File: config.mk
export PLATFORM = sky130hd
export DESIGN_NAME = pll_reconfig_ctrl_flat
export DESIGN_NICKNAME = d
export VERILOG_FILES = /design/src/rtl/pll_reconfig_ctrl_if.sv /design/src/rtl/pll_reconfig_ctrl.sv /design/src/flat_wrapper.sv
export SDC_FILE = /design/constraint.sdc
export NUM_CORES = 1
export LEC_CHECK = 0
export CAP_MARGIN = 5
export CORE_MARGIN = 1
export CORE_UTILIZATION = 40
export CTS_BUF_LIST = sky130_fd_sc_hd__clkbuf_4 sky130_fd_sc_hd__clkbuf_8 sky130_fd_sc_hd__clkbuf_16
export DETAILED_ROUTE_END_ITERATION = 12
export DONT_BUFFER_PORTS = 1
export GPL_ROUTABILITY_DRIVEN = 0
export GPL_TIMING_DRIVEN = 1
export HOLD_SLACK_MARGIN = 0.06
export PLACE_DENSITY_LB_ADDON = 0.1
export SETUP_SLACK_MARGIN = 0.05
export SYNTH_ARGS = -nofsm -noshare
export SYNTH_HDL_FRONTEND = slang
export SYNTH_SLANG_ARGS = --single-unit
File: constraint.sdc
create_clock -name clk -period 18.82 [get_ports clk]
set_input_delay 3.764 -clock clk [delete_from_list [all_inputs] [get_ports clk]]
set_output_delay 3.764 -clock clk [all_outputs]
set_load 0.005 [all_outputs]
File: src/rtl/pll_reconfig_ctrl_if.sv
`default_nettype none
// ============================================================================
//  Module   : pll_reconfig_ctrl_if
//  Purpose  : Control-side bundle for the PLL reconfiguration sequencer.
//             Carries the shadow-write port, the commit request and the
//             sequencer status flags between the register/control logic
//             (master) and the sequencer (slave).
//  Signals  : wr_en/wr_ch/wr_odiv/wr_duty/wr_phase  shadow write request
//             wr_err                                one-cycle reject pulse
//             commit                                start reconfiguration
//             busy/locked/done/fail/lock_lost       sequencer status
//             attempt                               current/last attempt index
//  Revision : 1.0 - initial release
// ============================================================================
interface pll_reconfig_ctrl_if;
    logic        wr_en;
    logic [2:0]  wr_ch;
    logic [9:0]  wr_odiv;
    logic [9:0]  wr_duty;
    logic [12:0] wr_phase;
    logic        wr_err;
    logic        commit;
    logic        busy;
    logic        locked;
    logic        done;
    logic        fail;
    logic        lock_lost;
    logic [1:0]  attempt;

    // Register/control side
    modport master (
        output wr_en, wr_ch, wr_odiv, wr_duty, wr_phase, commit,
        input  wr_err, busy, locked, done, fail, lock_lost, attempt
    );

    // Sequencer side
    modport slave (
        input  wr_en, wr_ch, wr_odiv, wr_duty, wr_phase, commit,
        output wr_err, busy, locked, done, fail, lock_lost, attempt
    );
endinterface
`default_nettype wire

File: src/rtl/pll_reconfig_ctrl.sv
`default_nettype none
// ============================================================================
//  Module   : pll_reconfig_ctrl
//  Purpose  : Sequencer for the PLL dynamic-divider interface. Holds a
//             5-channel shadow bank of output divider / duty / phase values.
//             A commit snapshots the shadow into a pending bank, pulses the
//             PLL reset while the pending bank is applied to dyn_*, then
//             waits for a qualified lock with timeout and bounded retries.
//             Runs on the free-running reference clock only.
//  Ports    : clk        reference clock
//             rst        asynchronous active-high reset
//             ctrl       pll_reconfig_ctrl_if.slave (write port, commit,
//                        busy/locked/done/fail/lock_lost/attempt status)
//             pll_lock   asynchronous lock indication from the PLL
//             pll_rst    PLL reset, active-high
//             dyn_odiv   {ch4..ch0} x 10 output dividers
//             dyn_duty   {ch4..ch0} x 10 duty (half-VCO cycles)
//             dyn_phase  {ch4..ch0} x 13 phase steps
//  Options  : PLL_AUTO_RELOCK_EN - when defined, loss of lock in LOCKED
//             restarts the reset/lock sequence with the current dyn_*
//             settings instead of parking in FAIL.
//  Revision : 1.0 - initial release
// ============================================================================
module pll_reconfig_ctrl #(
    parameter int RST_CYCLES   = 16,
    parameter int LOCK_TIMEOUT = 65536,
    parameter int MAX_RETRY    = 3,
    parameter int ODIV_INIT    = 100,
    parameter int DUTY_INIT    = 100,
    parameter int PHASE_INIT   = 16
) (
    input  wire logic           clk,
    input  wire logic           rst,
    pll_reconfig_ctrl_if.slave  ctrl,
    input  wire logic           pll_lock,
    output logic                pll_rst,
    output logic [49:0]         dyn_odiv,
    output logic [49:0]         dyn_duty,
    output logic [64:0]         dyn_phase
);

    // ------------------------------------------------------------------------
    // Constants
    // ------------------------------------------------------------------------
    localparam int c_num_ch    = 5;
    localparam int c_odiv_w    = 10;
    localparam int c_duty_w    = 10;
    localparam int c_phase_w   = 13;

    // Reset pulse shorter than two cycles is not meaningful for the PLL.
    localparam int c_rst_cyc   = (RST_CYCLES < 2) ? 2 : RST_CYCLES;
    localparam int c_lock_tmo  = (LOCK_TIMEOUT < 1) ? 1 : LOCK_TIMEOUT;
    localparam int c_cnt_max   = (c_lock_tmo > c_rst_cyc) ? c_lock_tmo : c_rst_cyc;
    localparam int c_cnt_w     = $clog2(c_cnt_max + 1);

    localparam logic [c_cnt_w-1:0]   c_cnt_zero  = '0;
    localparam logic [c_cnt_w-1:0]   c_cnt_one   = {{(c_cnt_w-1){1'b0}}, 1'b1};
    localparam logic [c_cnt_w-1:0]   c_cnt_sat   = {c_cnt_w{1'b1}};
    localparam logic [c_cnt_w-1:0]   c_rst_tc    = c_cnt_w'(c_rst_cyc - 1);
    localparam logic [c_cnt_w-1:0]   c_lock_tc   = c_cnt_w'(c_lock_tmo - 1);
    localparam logic [1:0]           c_max_retry = 2'(MAX_RETRY);
    localparam logic [1:0]           c_qual_tc   = 2'd3;

    localparam logic [c_odiv_w-1:0]  c_odiv_init  = c_odiv_w'(ODIV_INIT);
    localparam logic [c_duty_w-1:0]  c_duty_init  = c_duty_w'(DUTY_INIT);
    localparam logic [c_phase_w-1:0] c_phase_init = c_phase_w'(PHASE_INIT);

    typedef enum logic [1:0] {
        S_PRST   = 2'd0,
        S_WLOCK  = 2'd1,
        S_LOCKED = 2'd2,
        S_FAIL   = 2'd3
    } state_t;

    // ------------------------------------------------------------------------
    // Lock synchroniser: pll_lock is asynchronous to clk.
    // ------------------------------------------------------------------------
    logic r_lock_meta;
    logic r_lock_s;

    always_ff @(posedge clk or posedge rst) begin
        if (rst) begin
            r_lock_meta <= 1'b0;
            r_lock_s    <= 1'b0;
        end else begin
            r_lock_meta <= pll_lock;
            r_lock_s    <= r_lock_meta;
        end
    end

    // ------------------------------------------------------------------------
    // Shadow write validation. Duty is in half-VCO cycles, so it must stay
    // strictly below twice the divider; the doubled divider needs 11 bits.
    // ------------------------------------------------------------------------
    logic [c_odiv_w:0] w_odiv_x2;
    logic              w_wr_bad;
    logic              w_wr_ok;

    always_comb begin
        w_odiv_x2 = {ctrl.wr_odiv, 1'b0};
        w_wr_bad  = (ctrl.wr_ch > 3'd4)
                 || (ctrl.wr_odiv == '0)
                 || (ctrl.wr_duty == '0)
                 || ({1'b0, ctrl.wr_duty} >= w_odiv_x2);
        w_wr_ok   = ctrl.wr_en && !w_wr_bad;
    end

    // ------------------------------------------------------------------------
    // Shadow bank. w_nx_* is the shadow including any write accepted this
    // cycle, so a commit in the same cycle captures the new value.
    // ------------------------------------------------------------------------
    logic [c_odiv_w-1:0]  r_sh_odiv  [c_num_ch];
    logic [c_duty_w-1:0]  r_sh_duty  [c_num_ch];
    logic [c_phase_w-1:0] r_sh_phase [c_num_ch];

    logic [c_odiv_w-1:0]  w_nx_odiv  [c_num_ch];
    logic [c_duty_w-1:0]  w_nx_duty  [c_num_ch];
    logic [c_phase_w-1:0] w_nx_phase [c_num_ch];

    always_comb begin
        for (int ch = 0; ch < c_num_ch; ch++) begin
            w_nx_odiv[ch]  = r_sh_odiv[ch];
            w_nx_duty[ch]  = r_sh_duty[ch];
            w_nx_phase[ch] = r_sh_phase[ch];
            if (w_wr_ok && (ctrl.wr_ch == 3'(ch))) begin
                w_nx_odiv[ch]  = ctrl.wr_odiv;
                w_nx_duty[ch]  = ctrl.wr_duty;
                w_nx_phase[ch] = ctrl.wr_phase;
            end
        end
    end

    logic r_wr_err;

    always_ff @(posedge clk or posedge rst) begin
        if (rst) begin
            for (int ch = 0; ch < c_num_ch; ch++) begin
                r_sh_odiv[ch]  <= c_odiv_init;
                r_sh_duty[ch]  <= c_duty_init;
                r_sh_phase[ch] <= c_phase_init;
            end
            r_wr_err <= 1'b0;
        end else begin
            for (int ch = 0; ch < c_num_ch; ch++) begin
                r_sh_odiv[ch]  <= w_nx_odiv[ch];
                r_sh_duty[ch]  <= w_nx_duty[ch];
                r_sh_phase[ch] <= w_nx_phase[ch];
            end
            r_wr_err <= ctrl.wr_en && w_wr_bad;
        end
    end

    // ------------------------------------------------------------------------
    // Sequencer FSM with registered outputs.
    // ------------------------------------------------------------------------
    state_t               r_state;
    logic [c_cnt_w-1:0]   r_cnt;       // PRST length / WLOCK timeout
    logic [1:0]           r_qual;      // consecutive lock_s cycles seen
    logic [1:0]           r_attempt;
    logic                 r_pll_rst;
    logic                 r_busy;
    logic                 r_locked;
    logic                 r_done;
    logic                 r_fail;
    logic                 r_lock_lost;

    logic [c_odiv_w-1:0]  r_pd_odiv  [c_num_ch];
    logic [c_duty_w-1:0]  r_pd_duty  [c_num_ch];
    logic [c_phase_w-1:0] r_pd_phase [c_num_ch];

    logic [49:0]          r_dyn_odiv;
    logic [49:0]          r_dyn_duty;
    logic [64:0]          r_dyn_phase;

    logic                 w_commit_ok;

    // Commits arriving mid-sequence are dropped silently.
    assign w_commit_ok = ctrl.commit && ((r_state == S_LOCKED) || (r_state == S_FAIL));

    always_ff @(posedge clk or posedge rst) begin
        if (rst) begin
            r_state     <= S_PRST;
            r_cnt       <= c_cnt_zero;
            r_qual      <= 2'd0;
            r_attempt   <= 2'd0;
            r_pll_rst   <= 1'b1;
            r_busy      <= 1'b1;
            r_locked    <= 1'b0;
            r_done      <= 1'b0;
            r_fail      <= 1'b0;
            r_lock_lost <= 1'b0;
            for (int ch = 0; ch < c_num_ch; ch++) begin
                r_pd_odiv[ch]  <= c_odiv_init;
                r_pd_duty[ch]  <= c_duty_init;
                r_pd_phase[ch] <= c_phase_init;
            end
            r_dyn_odiv  <= {c_num_ch{c_odiv_init}};
            r_dyn_duty  <= {c_num_ch{c_duty_init}};
            r_dyn_phase <= {c_num_ch{c_phase_init}};
        end else begin
            r_done      <= 1'b0;
            r_lock_lost <= 1'b0;

            if (w_commit_ok) begin
                for (int ch = 0; ch < c_num_ch; ch++) begin
                    r_pd_odiv[ch]  <= w_nx_odiv[ch];
                    r_pd_duty[ch]  <= w_nx_duty[ch];
                    r_pd_phase[ch] <= w_nx_phase[ch];
                end
                r_attempt <= 2'd0;
                r_fail    <= 1'b0;
                r_locked  <= 1'b0;
                r_busy    <= 1'b1;
                r_pll_rst <= 1'b1;
                r_cnt     <= c_cnt_zero;
                r_state   <= S_PRST;
            end else begin
                case (r_state)
                    S_PRST: begin
                        // Settings change only while the PLL is held in reset.
                        if (r_cnt == c_cnt_zero) begin
                            for (int ch = 0; ch < c_num_ch; ch++) begin
                                r_dyn_odiv[ch*c_odiv_w +: c_odiv_w]    <= r_pd_odiv[ch];
                                r_dyn_duty[ch*c_duty_w +: c_duty_w]    <= r_pd_duty[ch];
                                r_dyn_phase[ch*c_phase_w +: c_phase_w] <= r_pd_phase[ch];
                            end
                        end
                        if (r_cnt == c_rst_tc) begin
                            r_pll_rst <= 1'b0;
                            r_cnt     <= c_cnt_zero;
                            r_qual    <= 2'd0;
                            r_state   <= S_WLOCK;
                        end else if (r_cnt != c_cnt_sat) begin
                            r_cnt <= r_cnt + c_cnt_one;
                        end
                    end

                    S_WLOCK: begin
                        if (r_lock_s && (r_qual == c_qual_tc)) begin
                            r_done   <= 1'b1;
                            r_locked <= 1'b1;
                            r_busy   <= 1'b0;
                            r_cnt    <= c_cnt_zero;
                            r_state  <= S_LOCKED;
                        end else begin
                            // A lock glitch restarts qualification only;
                            // the timeout keeps running.
                            r_qual <= r_lock_s ? (r_qual + 2'd1) : 2'd0;
                            if (r_cnt == c_lock_tc) begin
                                r_cnt <= c_cnt_zero;
                                if (r_attempt < c_max_retry) begin
                                    r_attempt <= r_attempt + 2'd1;
                                    r_pll_rst <= 1'b1;
                                    r_state   <= S_PRST;
                                end else begin
                                    r_fail  <= 1'b1;
                                    r_busy  <= 1'b0;
                                    r_state <= S_FAIL;
                                end
                            end else if (r_cnt != c_cnt_sat) begin
                                r_cnt <= r_cnt + c_cnt_one;
                            end
                        end
                    end

                    S_LOCKED: begin
                        if (!r_lock_s) begin
                            r_lock_lost <= 1'b1;
                            r_locked    <= 1'b0;
`ifdef PLL_AUTO_RELOCK_EN
                            // Pending bank already equals dyn_*, so the
                            // restarted sequence reapplies the same settings.
                            r_attempt <= 2'd0;
                            r_pll_rst <= 1'b1;
                            r_busy    <= 1'b1;
                            r_cnt     <= c_cnt_zero;
                            r_state   <= S_PRST;
`else
                            r_fail  <= 1'b1;
                            r_state <= S_FAIL;
`endif
                        end
                    end

                    S_FAIL: begin
                        r_pll_rst <= 1'b0;
                        r_busy    <= 1'b0;
                    end

                    default: begin
                        r_state <= S_FAIL;
                    end
                endcase
            end
        end
    end

    // ------------------------------------------------------------------------
    // Outputs
    // ------------------------------------------------------------------------
    assign pll_rst        = r_pll_rst;
    assign dyn_odiv       = r_dyn_odiv;
    assign dyn_duty       = r_dyn_duty;
    assign dyn_phase      = r_dyn_phase;

    assign ctrl.wr_err    = r_wr_err;
    assign ctrl.busy      = r_busy;
    assign ctrl.locked    = r_locked;
    assign ctrl.done      = r_done;
    assign ctrl.fail      = r_fail;
    assign ctrl.lock_lost = r_lock_lost;
    assign ctrl.attempt   = r_attempt;

endmodule
`default_nettype wire
File: src/flat_wrapper.sv
// flat-port wrapper written by rule: the top's interface ports become plain ports
module pll_reconfig_ctrl_flat 
#(
    parameter int RST_CYCLES   = 16,
    parameter int LOCK_TIMEOUT = 65536,
    parameter int MAX_RETRY    = 3,
    parameter int ODIV_INIT    = 100,
    parameter int DUTY_INIT    = 100,
    parameter int PHASE_INIT   = 16
)
  (clk, rst, pll_lock, pll_rst, dyn_odiv, dyn_duty, dyn_phase, ctrl_wr_en, ctrl_wr_ch, ctrl_wr_odiv, ctrl_wr_duty, ctrl_wr_phase, ctrl_commit, ctrl_wr_err, ctrl_busy, ctrl_locked, ctrl_done, ctrl_fail, ctrl_lock_lost, ctrl_attempt);
  pll_reconfig_ctrl_if ctrl_i ();
  input  wire logic clk;
  input  wire logic rst;
  input  wire logic pll_lock;
  output logic pll_rst;
  output logic [49:0] dyn_odiv;
  output logic [49:0] dyn_duty;
  output logic [64:0] dyn_phase;
  input wire logic [$bits(ctrl_i.wr_en)-1:0] ctrl_wr_en;
  input wire logic [$bits(ctrl_i.wr_ch)-1:0] ctrl_wr_ch;
  input wire logic [$bits(ctrl_i.wr_odiv)-1:0] ctrl_wr_odiv;
  input wire logic [$bits(ctrl_i.wr_duty)-1:0] ctrl_wr_duty;
  input wire logic [$bits(ctrl_i.wr_phase)-1:0] ctrl_wr_phase;
  input wire logic [$bits(ctrl_i.commit)-1:0] ctrl_commit;
  output wire logic [$bits(ctrl_i.wr_err)-1:0] ctrl_wr_err;
  output wire logic [$bits(ctrl_i.busy)-1:0] ctrl_busy;
  output wire logic [$bits(ctrl_i.locked)-1:0] ctrl_locked;
  output wire logic [$bits(ctrl_i.done)-1:0] ctrl_done;
  output wire logic [$bits(ctrl_i.fail)-1:0] ctrl_fail;
  output wire logic [$bits(ctrl_i.lock_lost)-1:0] ctrl_lock_lost;
  output wire logic [$bits(ctrl_i.attempt)-1:0] ctrl_attempt;
  assign ctrl_i.wr_en = ctrl_wr_en;
  assign ctrl_i.wr_ch = ctrl_wr_ch;
  assign ctrl_i.wr_odiv = ctrl_wr_odiv;
  assign ctrl_i.wr_duty = ctrl_wr_duty;
  assign ctrl_i.wr_phase = ctrl_wr_phase;
  assign ctrl_i.commit = ctrl_commit;
  assign ctrl_wr_err = ctrl_i.wr_err;
  assign ctrl_busy = ctrl_i.busy;
  assign ctrl_locked = ctrl_i.locked;
  assign ctrl_done = ctrl_i.done;
  assign ctrl_fail = ctrl_i.fail;
  assign ctrl_lock_lost = ctrl_i.lock_lost;
  assign ctrl_attempt = ctrl_i.attempt;
  pll_reconfig_ctrl #(.RST_CYCLES(RST_CYCLES), .LOCK_TIMEOUT(LOCK_TIMEOUT), .MAX_RETRY(MAX_RETRY), .ODIV_INIT(ODIV_INIT), .DUTY_INIT(DUTY_INIT), .PHASE_INIT(PHASE_INIT)) u_core (.clk(clk), .rst(rst), .ctrl(ctrl_i), .pll_lock(pll_lock), .pll_rst(pll_rst), .dyn_odiv(dyn_odiv), .dyn_duty(dyn_duty), .dyn_phase(dyn_phase));
endmodule
# == Yosys cells after proc, flatten, opt, wreduce, memory -nomap -nowiden ==
# Index checks and enable logic that the tools add are counted.
# totals
in_bits,41
out_inout_bits,174
register_bits,527
# op_classes
eq_ne,23
n_bitwise,1
reduce_logical,36
n_mux,64
magnitude_cmp,3
add_sub_neg,3
# op_table
cell,count
10-bit 2-to-1 mux,10
17-bit 2-to-1 mux,5
13-bit 2-to-1 mux,5
17-bit one-hot mux with 2 select lines,1
2-bit 2-to-1 mux,14
1-bit 2-to-1 mux,23
10-bit zero test,2
17-bit by 1-bit adder with 17-bit output (second input constant),1
17-bit by 16-bit == test with 1-bit output (second input constant),1
17-bit by 4-bit == test with 1-bit output (second input constant),1
17-bit zero test,1
17-bit != test (second input constant),1
3-bit by 1-bit != test with 1-bit output (second input constant),4
4-bit AND reduction,3
10-bit by 11-bit greater-or-equal comparator with 1-bit output,1
5-bit AND reduction,2
1-bit logical AND,9
3-bit AND reduction,3
3-bit nonzero test,3
2-bit nonzero test,4
4-bit nonzero test,2
2-bit == test (second input constant),3
3-bit by 2-bit == test with 1-bit output (second input constant),2
3-bit by 2-bit != test with 1-bit output (second input constant),2
other kinds (20),27

# == Depth between registers and ports, before layout ==
# depth
depth_word,8
depth_mapped,11
mapped_depth_nobuf,8

# == Worst setup path before layout ==
# No wires, ideal clock.
# synth_path
kind,in2reg
from,input port ctrl_wr_odiv[5]
to,register u_core.r_pd_odiv[49] (netlist name)
stages,9
path_buffers,1
setup_slack_ns,13.294
setup_time_ns,0.125
required_time_ns,18.695
t_arrival_ns,5.401
path_cell_list,inv_1 > ha_1 > a21oi_1 > o21ai_0 > o21a_1 > or3_1 > clkbuf_1 > a32o_1 > mux2_2
# synth_lines
item,line,text
from (decl),flat_wrapper.sv:22,input wire logic [$bits(ctrl_i.wr_odiv)-1:0] ctrl_wr_odiv;
"to (signal, indexed assignment)",pll_reconfig_ctrl.sv:193,r_pd_odiv[ch] <= c_odiv_init;
"to (signal, indexed assignment)",pll_reconfig_ctrl.sv:206,r_pd_odiv[ch] <= w_nx_odiv[ch];
to (decl),pll_reconfig_ctrl.sv:167,logic [c_odiv_w-1:0] r_pd_odiv [c_num_ch];

==> impl_metrics.csv <==
group,metric,value,unit
power_and_ir_drop,peakVddDrop,0.0000913,V
sta,rsz0062_at_grt,"no",
yosys,syn_inst,1828,
routing,antenna_left,0,
cts,cts.path.max_buffers,3,
global_route,antenna_found_initial,0,
yosys,postSynth.asyncResetShare,1.00,
routing,avgRoutedWirePerCell,20.1,µm
worst_setup_path,cp-end-kind,"flip-flop",
worst_setup_path,cp_top_family,"compound AO/OA/AOI/OAI gates",
worst_setup_path,rr_worst_depth,6,
global_route,grt_pass1_vias,13500,
cts,cts_sinks,527,
yosys,synth_fp_nets,1886,
routing,viasPerCell,5.24,
yosys,synth_area_leaders,"dfrtp_1 (51%), dfstp_2 (14%), mux2_2 (9.5%)",
power_and_ir_drop,p_seq_frac,0.496,
worst_setup_path,crit_buf_inv,1,
cts,cts_buffers,56,
worst_setup_path,slowest_stage,"nand3_2",
final_layout,layout-drive-gt1-share,0.224,
worst_setup_path,crit_required,19.30,ns
global_route,globalRouteOverflowTotal,0,
placed_design,place_hpwl,32100,µm
yosys,yosysTopAreaCell,"dfrtp_1",
sta,min_period,6.21,ns
yosys,yosysUniqueCellTypes,47,
worst_setup_path,r2r_end,"u_core.dyn_odiv[33]$_DFFE_PP0P_",
power_and_ir_drop,internal_power,2.83,mW
status,run_status,"finished, final reports clean",
placed_design,dpl.cell_count,2420,
power_and_ir_drop,power_density,175,nW/µm²
global_route,grt_pass1_wl,80800,µm
yosys,synth_seq_area_share,0.650,
sta,finClkSkew,0.0181,ns
cts,cts_tree,"yes",
worst_setup_path,cp_slowest_stage_delay,1.01,ns
final_layout,stdcell_count,2526,
worst_setup_path,crit_end,"u_core.r_pd_odiv[29]$_DFFE_PP0P_",
sta,slew_headroom,0.247,
sta,setup_tns,0,ns
yosys,avgSynthCellArea,11.2,µm²
worst_setup_path,cp_max_fo,33,
power_and_ir_drop,p_total,4.04,mW
sta,max_slew.worst_pin.slew,1.13,ns
routing,top_layer_used,"met4",
global_route,grt_max_degree,209,
routing,drt-total-wl,50800,µm
cts,cts_resized,0,
sta,hold_viol_final,0,
routing,met1_length,22200,µm
cts,cts_hold_buf,0,
cts,cts_setup_buffers,0,
worst_setup_path,crit_cells,8,
yosys,synth_edf_count,0,
placed_design,portBuffers,0,
final_layout,n_antenna_cell,0,
routing,drc,0,
min_path,hp-class,"reg -> reg",
cts,path_clk_slew,0.06,ns
yosys,ys_ff_latch,527,
worst_setup_path,crit_start,"ctrl_wr_odiv[5]",
die,rows,82,
final_layout,syn2layout_area_growth,12.5,%
sta,fmax,0.161,GHz
sta,drv_slew,0,
worst_setup_path,arrival,6.69,ns
power_and_ir_drop,p_sw,1.20,mW
final_layout,utilization,0.458,
yosys,synth_common_cells,"nand2_1 (504), dfrtp_1 (420), nor2_1 (180), mux2_2 (173), a31oi_1 (171)",
yosys,yosysMostFrequentCell,"nand2_1",
worst_setup_path,r2r_setup_slack,15.59,ns
routing,met2WireLength,24000,µm
routing,wl_met3,3400,µm
cts,cts_root_buffer,"clkbuf_16",
power_and_ir_drop,pwr-share-comb,0.220,
yosys,netlist_area,20500,µm²
die,initial_utilization,0.407,
final_layout,finalNetCount,1864,
yosys,synth_top_area_frac,0.513,
die,die_y,228,µm
sta,fin_crit_sh,0.330,
die,core_area,50400,µm²
worst_setup_path,path_cells,"inv_1 > ha_1 > a21oi_1 > o21ai_0 > o21ai_1 > nand3_2 > a22o_1 > mux2_2",
power_and_ir_drop,p_clk_frac,0.284,
yosys,ys.flop_type,"dfrtp_1",
worst_setup_path,reg2reg_from,"u_core.r_cnt[15]$_DFFE_PP0P_",
sta,setup_viol,0,
routing,drtIter0Drc,968,
worst_setup_path,start_kind,"input port",
job,drv_cap,0,
final_layout,finalInstanceArea,23100,µm²
power_and_ir_drop,p_sw_frac,0.298,
sta,setup_ws,12.61,ns
sta,fin_hold_ws,0.349,ns
cts,htreeDepth,2,
power_and_ir_drop,p_leak,10.5,nW
routing,dr.pass1.iters,5,
worst_setup_path,path_class,"in -> reg",
cts,clkLatencyLatePin,0.61,ns
die,dieArea,52200,µm²
routing,vias,13200,
die,die_x,228,µm
global_route,grt.total_usage,0.199,
placed_design,pre_cts_ws,11.87,ns
placed_design,placed_area,21100,µm²
die,num_io_pins,215,
yosys,synth_warnings,0,
[power groups by stage]
stage / clock network, mW / logic, mW / registers (mW)
5_1_grt: 1.23 / 1.01 / 2.07
6_report: 1.15 / 0.887 / 2.00
3_3_place_gp: 0 / 0.866 / 2.03
2_1_floorplan: 0 / 0.771 / 1.88
3_5_place_dp: 0 / 0.898 / 2.04
4_1_cts: 1.18 / 0.899 / 2.02
[layout make-up]
type	count	area, µm²
fill	4693	27300
multi-input combinational	1185	6730
tap	672	841
clock buffer	88	1690
clock inverter	18	254
inverter	20	82.6
timing repair buffer	16	133
sequential	527	13300
[worst min path at each step]
stage,start,endpoint,cells past startpoint
6_report,u_core.r_lock_meta$_DFF_PP0_,u_core.r_lock_s$_DFF_PP0_,0
5_1_grt,u_core.r_lock_meta$_DFF_PP0_,u_core.r_lock_s$_DFF_PP0_,0
4_1_cts,u_core.r_lock_meta$_DFF_PP0_,u_core.r_lock_s$_DFF_PP0_,0
3_5_place_dp,u_core.r_lock_meta$_DFF_PP0_,u_core.r_lock_s$_DFF_PP0_,0
3_3_place_gp,u_core.r_lock_meta$_DFF_PP0_,u_core.r_lock_s$_DFF_PP0_,0
2_1_floorplan,u_core.r_lock_meta$_DFF_PP0_,u_core.r_lock_s$_DFF_PP0_,0
[routing by layer]
layer	vias to the layer above	track usage
li1	6179	-
met1	6710	0.262
met2	290	0.321
met3	64	0.0533
met4	0	0.0598
met5	-	0
[sequential cells by signal (all words and copies together) (netlist names), 2 cells and up]
| signal | cells |
|---|---|
| u_core.dyn_phase | 65 |
| u_core.r_pd_phase | 65 |
| u_core.r_sh_phase | 65 |
| u_core.dyn_duty | 50 |
| u_core.dyn_odiv | 50 |
| u_core.r_pd_duty | 50 |
| u_core.r_pd_odiv | 50 |
| u_core.r_sh_duty | 50 |
| u_core.r_sh_odiv | 50 |
| u_core.r_cnt | 17 |
| u_core.ctrl.attempt | 2 |
| u_core.r_qual | 2 |
| u_core.r_state | 2 |
[cell families after synthesis]
kind of cell / Yosys count / synth area share
buf+inv: 116 / 0.0239
xor+xnor: 3 / 0.00128
flops: 527 / 0.650
compound gates: 231 / 0.0712
fa+ha+maj: 17 / 0.0104
simple gates: 759 / 0.148
mux: 175 / 0.0960
[cells in the final DEF (no fill, tap or decap), drive strengths merged, types with 4 or more instances in the layout]
cell	n
nor3	9
dfrtp	420
nand2b	5
inv	22
nor4	8
a22o	6
nand2	504
buf	16
nor2	180
bufinv	6
a31oi	171
clkbuf	88
ha	17
o21ai	13
nand4	4
dfstp	107
and3	15
clkinv	7
a21oi	21
nand3	19
or3	5
mux2	173
Power figures use the tool's default switching activity.
